[config.mk]
export PLATFORM = sky130hd
export DESIGN_NAME = game_event_ctrl
export DESIGN_NICKNAME = d
export VERILOG_FILES = /design/src/rtl/game_event_ctrl.sv
export SDC_FILE = /design/constraint.sdc
export NUM_CORES = 1
export LEC_CHECK = 0
export ABC_AREA = 1
export CAP_MARGIN = 20
export CORE_ASPECT_RATIO = 0.6
export CORE_MARGIN = 4
export CORE_UTILIZATION = 60
export CTS_CLUSTER_DIAMETER = 200
export DETAILED_ROUTE_END_ITERATION = 16
export MAX_ROUTING_LAYER = met4
export PLACE_DENSITY = 0.78
export SKIP_LAST_GASP = 1
export SLEW_MARGIN = 20
export SYNTH_ARGS = -nofsm -noshare
export SYNTH_HDL_FRONTEND = slang
export SYNTH_SLANG_ARGS = --single-unit
export TNS_END_PERCENT = 50
[constraint.sdc]
create_clock -name CLK -period 2.8 [get_ports CLK]
set_input_delay 0.56 -clock CLK [delete_from_list [all_inputs] [get_ports CLK]]
set_output_delay 0.56 -clock CLK [all_outputs]
set_load 0.02 [all_outputs]
[src/rtl/game_event_ctrl.sv]
// Game event controller: debounces the player buttons, runs the game FSM and
// drives the START/HURT/OVER/RESTART controls, the lives count and the invulnerability flag.
module game_event_ctrl #(
    parameter int LIVES           = 3,
    parameter int DEBOUNCE_CYCLES = 1000000,
    parameter int HURT_HOLD       = 4,
    parameter int INVULN_CYCLES   = 67108864
) (
    input  logic       CLK,
    input  logic       RESET,
    input  logic       BTN_START,
    input  logic       BTN_RESTART,
    input  logic       COLLIDE,
    output logic       START,
    output logic       HURT,
    output logic       OVER,
    output logic       RESTART,
    output logic [3:0] LIVES_LEFT,
    output logic       INVULN
);

    localparam int DB_W   = (DEBOUNCE_CYCLES > 1) ? $clog2(DEBOUNCE_CYCLES) : 1;
    localparam int TMR_W  = (INVULN_CYCLES > 1)   ? $clog2(INVULN_CYCLES)   : 1;
    localparam int HOLD_W = (HURT_HOLD > 1)       ? $clog2(HURT_HOLD)       : 1;

    localparam logic [DB_W-1:0]   DB_LAST    = DB_W'(DEBOUNCE_CYCLES - 1);
    localparam logic [TMR_W-1:0]  TMR_LOAD   = TMR_W'(INVULN_CYCLES - 1);
    localparam logic [HOLD_W-1:0] HOLD_LOAD  = HOLD_W'(HURT_HOLD - 1);
    localparam logic [3:0]        LIVES_INIT = 4'(LIVES);

    typedef enum logic [1:0] {
        ST_IDLE,
        ST_RUNNING,
        ST_INVULN,
        ST_DEAD
    } state_t;

    // Index 0 is the start button, index 1 the restart button.
    logic [1:0]      btn_raw;
    logic [1:0]      sync_a;
    logic [1:0]      sync_b;
    logic [1:0]      db_level;
    logic [1:0]      db_level_q;
    logic [1:0]      press;
    logic [DB_W-1:0] db_cnt [2];

    logic start_press;
    logic restart_press;

    state_t state;
    state_t state_next;

    logic              hit;
    logic              hit_nonfatal;
    logic [TMR_W-1:0]  invuln_tmr;
    logic [HOLD_W-1:0] hurt_left;

    logic start_d;
    logic over_d;
    logic invuln_d;
    logic restart_d;

    assign btn_raw       = {BTN_RESTART, BTN_START};
    assign start_press   = press[0];
    assign restart_press = press[1];

    always_ff @(posedge CLK) begin
        if (RESET) begin
            sync_a     <= '0;
            sync_b     <= '0;
            db_level   <= '0;
            db_level_q <= '0;
            press      <= '0;
            for (int unsigned i = 0; i < 2; i++) begin
                db_cnt[i] <= '0;
            end
        end else begin
            sync_a     <= btn_raw;
            sync_b     <= sync_a;
            db_level_q <= db_level;
            press      <= db_level & ~db_level_q;
            // The level flips on the DEBOUNCE_CYCLES-th consecutive disagreeing cycle.
            for (int unsigned i = 0; i < 2; i++) begin
                if (sync_b[i] == db_level[i]) begin
                    db_cnt[i] <= '0;
                end else if (db_cnt[i] == DB_LAST) begin
                    db_level[i] <= ~db_level[i];
                    db_cnt[i]   <= '0;
                end else begin
                    db_cnt[i] <= db_cnt[i] + 1'b1;
                end
            end
        end
    end

    assign hit          = (state == ST_RUNNING) && COLLIDE;
    assign hit_nonfatal = hit && (LIVES_LEFT > 4'd1);

    always_ff @(posedge CLK) begin
        if (RESET) begin
            state <= ST_IDLE;
        end else begin
            state <= state_next;
        end
    end

    always_comb begin
        state_next = state;
        case (state)
            ST_IDLE: begin
                if (start_press) begin
                    state_next = ST_RUNNING;
                end
            end
            ST_RUNNING: begin
                if (hit_nonfatal) begin
                    state_next = ST_INVULN;
                end else if (hit) begin
                    state_next = ST_DEAD;
                end
            end
            ST_INVULN: begin
                if (invuln_tmr == '0) begin
                    state_next = ST_RUNNING;
                end
            end
            ST_DEAD: begin
                if (restart_press) begin
                    state_next = ST_IDLE;
                end
            end
            default: state_next = ST_IDLE;
        endcase
    end

    // Level outputs follow the upcoming state so they change on the transition edge.
    always_comb begin
        start_d   = (state_next == ST_RUNNING) || (state_next == ST_INVULN);
        over_d    = (state_next == ST_DEAD);
        invuln_d  = (state_next == ST_INVULN);
        restart_d = (state == ST_DEAD) && restart_press;
    end

    always_ff @(posedge CLK) begin
        if (RESET) begin
            START   <= 1'b0;
            OVER    <= 1'b0;
            INVULN  <= 1'b0;
            RESTART <= 1'b0;
        end else begin
            START   <= start_d;
            OVER    <= over_d;
            INVULN  <= invuln_d;
            RESTART <= restart_d;
        end
    end

    always_ff @(posedge CLK) begin
        if (RESET) begin
            LIVES_LEFT <= '0;
            invuln_tmr <= '0;
            HURT       <= 1'b0;
            hurt_left  <= '0;
        end else begin
            if ((state == ST_IDLE) && start_press) begin
                LIVES_LEFT <= LIVES_INIT;
            end else if (hit_nonfatal) begin
                LIVES_LEFT <= LIVES_LEFT - 4'd1;
            end else if (hit) begin
                LIVES_LEFT <= '0;
            end

            if (hit_nonfatal) begin
                invuln_tmr <= TMR_LOAD;
            end else if ((state == ST_INVULN) && (invuln_tmr != '0)) begin
                invuln_tmr <= invuln_tmr - 1'b1;
            end

            // The pulse runs to completion regardless of later state changes.
            if (hit_nonfatal) begin
                HURT      <= 1'b1;
                hurt_left <= HOLD_LOAD;
            end else if (HURT) begin
                if (hurt_left == '0) begin
                    HURT <= 1'b0;
                end else begin
                    hurt_left <= hurt_left - 1'b1;
                end
            end
        end
    end

endmodule

## Word level (Yosys, flattened, before mapping)

Memory sizes are Yosys's and may differ from the RTL's.
Cells that the tools add are included.
Widths: inputs -> output; s select.

- Memories kept: 1
- Memory bits (writable): 40
- Bits in registers: 49
- Output and inout bits: 9
- Input bits: 5
- Logic and storage cells: 111

- Add/subtract/negate cells: 5
- Equal/unequal tests: 11
- Reduce and logical (&&, ||, !) cells: 18
- Mux-type cells: 47
- Bitwise logic cells: 12
- Order comparisons: 1

Memory list:

| name | words | bits a word | read ports | clocked after memory_dff | wr ports | RTL line | source |
|---|---|---|---|---|---|---|---|
| db_cnt | 2 | 20 | 2 | 0 | 2 | 45 | `logic [DB_W-1:0] db_cnt [2];` |

Operators by type and width:

| kind | count |
|---|---|
| $mux 20 | 6 |
| $mux 26 | 2 |
| $add 20x1->20 const B | 2 |
| $eq 20x20->1 const B | 2 |
| $mux 1 | 27 |
| $logic_not 26->1 | 1 |
| $reduce_bool 26->1 | 1 |
| $sub 26x1->26 const B | 1 |
| $mux 2 | 9 |
| $eq 2x2->1 const B | 4 |
| $mux 4 | 2 |
| $pmux 2 s4 | 1 |
| $or 1x1->1 | 6 |
| $reduce_and 2->1 | 3 |
| $reduce_bool 2->1 | 3 |
| $logic_and 1x1->1 | 5 |
| $eq 2x1->1 const B | 2 |
| $gt 4x1->1 const B | 1 |
| $logic_not 2->1 | 2 |
| $not 1->1 | 4 |
| $sub 4x1->4 const B | 1 |
| $reduce_bool 3->1 | 1 |
| $and 2x2->2 | 1 |
| $eq 1x1->1 | 2 |
| other kinds (5) | 5 |

## Logic depth before layout (Yosys ltp)

Gate-level depths: netlist of the first run.

- Depth after elaboration: 7
- Mapped depth: 11
- Gate-level depth less buffers: 11

## Worst setup path after synthesis of the first run

OpenSTA, ideal clock, no wires.

- Path kind: register to register
- Start point: register LIVES_LEFT[0]
- End point: register START
- Clock period less this slack: 1863 ps
- Library setup time: 67 ps
- Data required time: 2733 ps
- Setup slack: 937 ps
- Buffers on the path: 1
- Data arrival time: 1797 ps
- Stages on the path, launching flop included: 11
- Cell sequence: dfxtp_1 > inv_1 > ha_1 > nor2_1 > o211ai_2 > buf_2 > a21oi_1 > nand3_1 > inv_1 > ha_1 > nor2_1

- Cells in the longest elaborated chain, start to end: 6
- Elaborated cells between the ends (all ways): 7
- Classes of those cells: 1 x order compare; 2 x eq/ne; 2 x mux; 2 x reduce/logical

RTL lines:

| item | RTL line | source |
|---|---|---|
| start: declaration | 18 | `output logic [3:0] LIVES_LEFT,` |
| start signal: assignment | 168 | `LIVES_LEFT <= LIVES_LEFT - 4'd1;` |
| $gt 4x1->1 * | 97 | `assign hit_nonfatal = hit && (LIVES_LEFT > 4'd1);` |
| $logic_and 1x1->1 * | 97 |  |
| $mux 2 * | 116 | `if (hit_nonfatal) begin` |
| $pmux 2 s4 * | 109 | `case (state)` |
| $eq 2x1->1 or $eq 2x2->1 (tied branches) | 138 | `start_d = (state_next == ST_RUNNING) \|\| (state_next == ST_INVULN);` |
| $logic_or 1x1->1 * | 138 |  |
| end signal: assignment | 151 | `START <= start_d;` |
| end: declaration | 14 | `output logic START,` |

Mark *: on every way between the ends. The rest lies on a longest branch, timed or not.
A chain may end at the register's enable or synchronous reset.

## Worst setup path in the final report of the first run

- Start point: register LIVES_LEFT[0]
- End point: register invuln_tmr[22]

- Cells in the longest elaborated chain, start to end: 3
- Elaborated cells between the ends (all ways): 4
- Classes of those cells: 1 x order compare; 1 x mux; 2 x reduce/logical

RTL lines:

| item | RTL line | source |
|---|---|---|
| $gt 4x1->1 * | 97 |  |
| $logic_and 1x1->1 * | 97 |  |
| $mux 26 or $reduce_bool 2->1 (tied branches) | -- |  |
| end signal: assignment | 176 | `invuln_tmr <= invuln_tmr - 1'b1;` |
| end: declaration | 55 | `logic [TMR_W-1:0] invuln_tmr;` |

Marked as above.

==> qor.yml, run 1 <==
timing:
  fin_worst_skew_ns: 0.006248
  finalSetupViolations: 0
  fin_tns_setup_ns: 0
  rsz0062_at_grt: "false"
  max_freq_ghz: 0.4076
  finalHoldViolCount: 0
  relSlewSlack: 0.3902
  timing.final.ws_setup_ns: 0.3465
  final_max_slew_viol_count: 0
  worst_slew_pin_slew_ns: 0.9103
  period_needed_ns: 2.453
  fin_crit_sh: 0.8762
routing:
  antenna_left: 0
  routedWlPerCell_um: 13.96
  drc: 0
  vias_per_cell: 5.542
  num_vias: 4633
  routed_wirelength_um: 11670
  drt_pass1_iterations: 5
  drt-initial-drc-count: 527
clock_network:
  path_clk_slew_ns: 0.06
  cts_resized: 0
  post_cts_buffers: 0
  clockBufferDepth: 2
  root_buffer: "clkbuf_16"
  clock_latency_ns: 0.35
  hold_buffers: 0
  cts_tree: "done"
  numClockSinks: 89
  cts_buffers: 9
  h-tree-depth: 3
worst_setup_path:
  start_kind: "register"
  critPathKind: "register to register"
  crit_path_end_kind: "register"
  crit_path_max_fanout: 34
  required_ns: 3.01
  cp.arrival_ns: 2.66
die:
  rows: 25
  die_y_um: 78.91
  io_pins: 14
  start_util: 0.6278
  core_area_um2: 8008
  die_x_um: 126.2
  dieArea_um2: 9955
layout:
  stdcell_count: 836
  antenna_cells: 0
  final_core_util: 0.7109
  top_register: "db_cnt"
  reg.largest.list: "db_cnt: 40 flops, invuln_tmr: 26 flops, LIVES_LEFT: 4 flops"
  largest_register_ff_count: 40
  drive_above_1_share: 0.06593
  area_delta_synth_final_pct: 13.24
  nets: 736
global_routing:
  grt_max_degree: 44
  gr-usage-all-layers: 0.2609
  grt_pass1_wl_um: 20350
  grt_antenna_before_repair: 0
  grt_pass1_vias: 4237
  gr-total-overflow: 0
logic_synthesis:
  netlist-cell-type-count: 37
  synth.avg_cell_area_um2: 7.448
  yosysSeqAreaShare: 0.4340
  synth_flop_cell: "dfxtp_1"
  synth_edf_count: 40
  yosys_warnings: 0
  synthesis.area_um2: 5027
  ys_ff_latch: 89
  async_flop_share: 0
  syn-instance-count: 675
power:
  power.total_uw: 2852
  p_per_area_nw_per_um2: 500.9
  peakVddDrop_uv: 350.3
  p_leak_uw: 0.002393
placed_design:
  place.gp.congestion: 0.9679
  port_buffers: 13
  dp_slack_ns: 0.3728
  place_hpwl_um: 8463
  placedCellCount: 820
hold_path:
  hold_class: "register to register"
run_status:
  outcome: "finished, final reports clean"
flow_run:
  cap_violations: 0
[Yosys cell counts, types with 6 or more instances]
| cell | number | share of area |
|---|---|---|
| nand2_1 | 147 | 0.11 |
| nor2_1 | 102 | 0.076 |
| nand3_1 | 75 | 0.075 |
| inv_1 | 67 | 0.050 |
| dfxtp_1 | 49 | 0.20 |
| a21oi_1 | 47 | 0.047 |
| edfxtp_1 | 40 | 0.24 |
| nand4_1 | 22 | 0.027 |
| nor3_1 | 22 | 0.022 |
| xor2_1 | 11 | 0.019 |
| buf_2 | 8 | 0.0080 |
| ha_1 | 8 | 0.020 |
| nand3b_1 | 8 | 0.012 |
| o21ai_0 | 8 | 0.0080 |
| or2_2 | 8 | 0.010 |
| clkbuf_1 | 7 | 0.0052 |
| nand3_2 | 6 | 0.012 |
[power breakdown]
group	internal, uW	switching, uW	total (uW)
Combinational	24.0	59.3	83.3
Sequential	1380	24.4	1410
Clock	859	501	1360
Total	2270	585	2850
[placed cells by master, fill, tap and decap left out, drive strengths merged]
master         netlist  final
nand2              149    149
nor2               109    109
nand3               81     81
inv                 68     68
dfxtp               49     49
a21oi               49     49
edfxtp              40     40
conb                 1     40
nor3                24     24
nand4               22     22
clkdlybuf4s50        0     13
clkbuf               7     12
xor2                11     11
or2                 10     10
nand3b               8      8
o21ai                8      8
ha                   8      8
a31oi                4      4
xnor2                4      4
buf                 12      4
nor3b                3      3
o211ai               3      3
nor4                 2      2
bufinv               0      2
a2bb2oi              1      1
or3                  1      1
o21bai               1      1
clkinv               0      1
clkinvlp             0      1
[routing by layer]
| layer | part of all wire | global-route usage | vias up |
|---|---|---|---|
| met5 | 0 | - | - |
| met4 | 0.014 | 0.07281 | 0 |
| met3 | 0.093 | 0.07325 | 25 |
| met2 | 0.40 | 0.3621 | 216 |
| met1 | 0.49 | 0.3738 | 2090 |
| li1 | - | - | 2302 |
[path summary, 6_finish.rpt]
path	start	endpoint	slack, ns	depth (start not counted)
max	LIVES_LEFT[0]	invuln_tmr[22]	0.35	7
min	db_level_q[1]	press[1]	0.40	1
max reg2reg	LIVES_LEFT[0]	invuln_tmr[22]	0.35	7
min reg2reg	db_level_q[1]	press[1]	0.40	1
[cell type report]
type	count	area (um2)
clock inverters	4	72.57
flip-flops and latches	89	2182
fillers	677	2315
inverters	68	255.2
clock buffers	12	267.8
well taps	108	135.1
multi-input cells	538	2620
repair buffers	17	160.2
[kinds of logic (layout without fill, tap and decap cells)]
kind of cell / Yosys count / count (layout) / synth area share
compound gates: 66 / 66 / 0.07193
xor+xnor: 15 / 15 / 0.02613
fa+ha+maj: 8 / 8 / 0.01991
buf+inv: 87 / 101 / 0.07566
flops: 89 / 89 / 0.4340
other cells: 1 / 40 / 0.0007459
simple gates: 409 / 409 / 0.3716
[metrics by stage]
step | instance area (um2) | hold slack (ns)
after floorplan | 5174 | 0.3732
after global placement | 5353 | 0.3800
after detailed placement | 5353 | 0.3866
after CTS | 5693 | 0.3973
after global routing | 5693 | 0.4219
final | 5693 | 0.3959
[worst max-delay path, cell delays in order (launching register included)]
cell and delay, ns:
dfxtp_1 0.35, inv_1 0.09, ha_1 0.18, nor2_1 0.08
o211ai_4 0.74, nand2_2 0.54, nand2_1 0.22, a21oi_1 0.08
(Power assumes the default switching activity.)
==> run 2, diff against run 1 <==
--- a/config.mk
+++ b/config.mk
@@ -12,10 +12,11 @@
 export CORE_UTILIZATION = 60
 export CTS_CLUSTER_DIAMETER = 200
 export DETAILED_ROUTE_END_ITERATION = 16
+export HOLD_SLACK_MARGIN = 0.06
 export MAX_ROUTING_LAYER = met4
 export PLACE_DENSITY = 0.78
 export SKIP_LAST_GASP = 1
-export SLEW_MARGIN = 20
+export SLEW_MARGIN = 10
 export SYNTH_ARGS = -nofsm -noshare
 export SYNTH_HDL_FRONTEND = slang
 export SYNTH_SLANG_ARGS = --single-unit
==> results of run 2 <==
Final layout, timing and power as in run 1 (identical DEF).
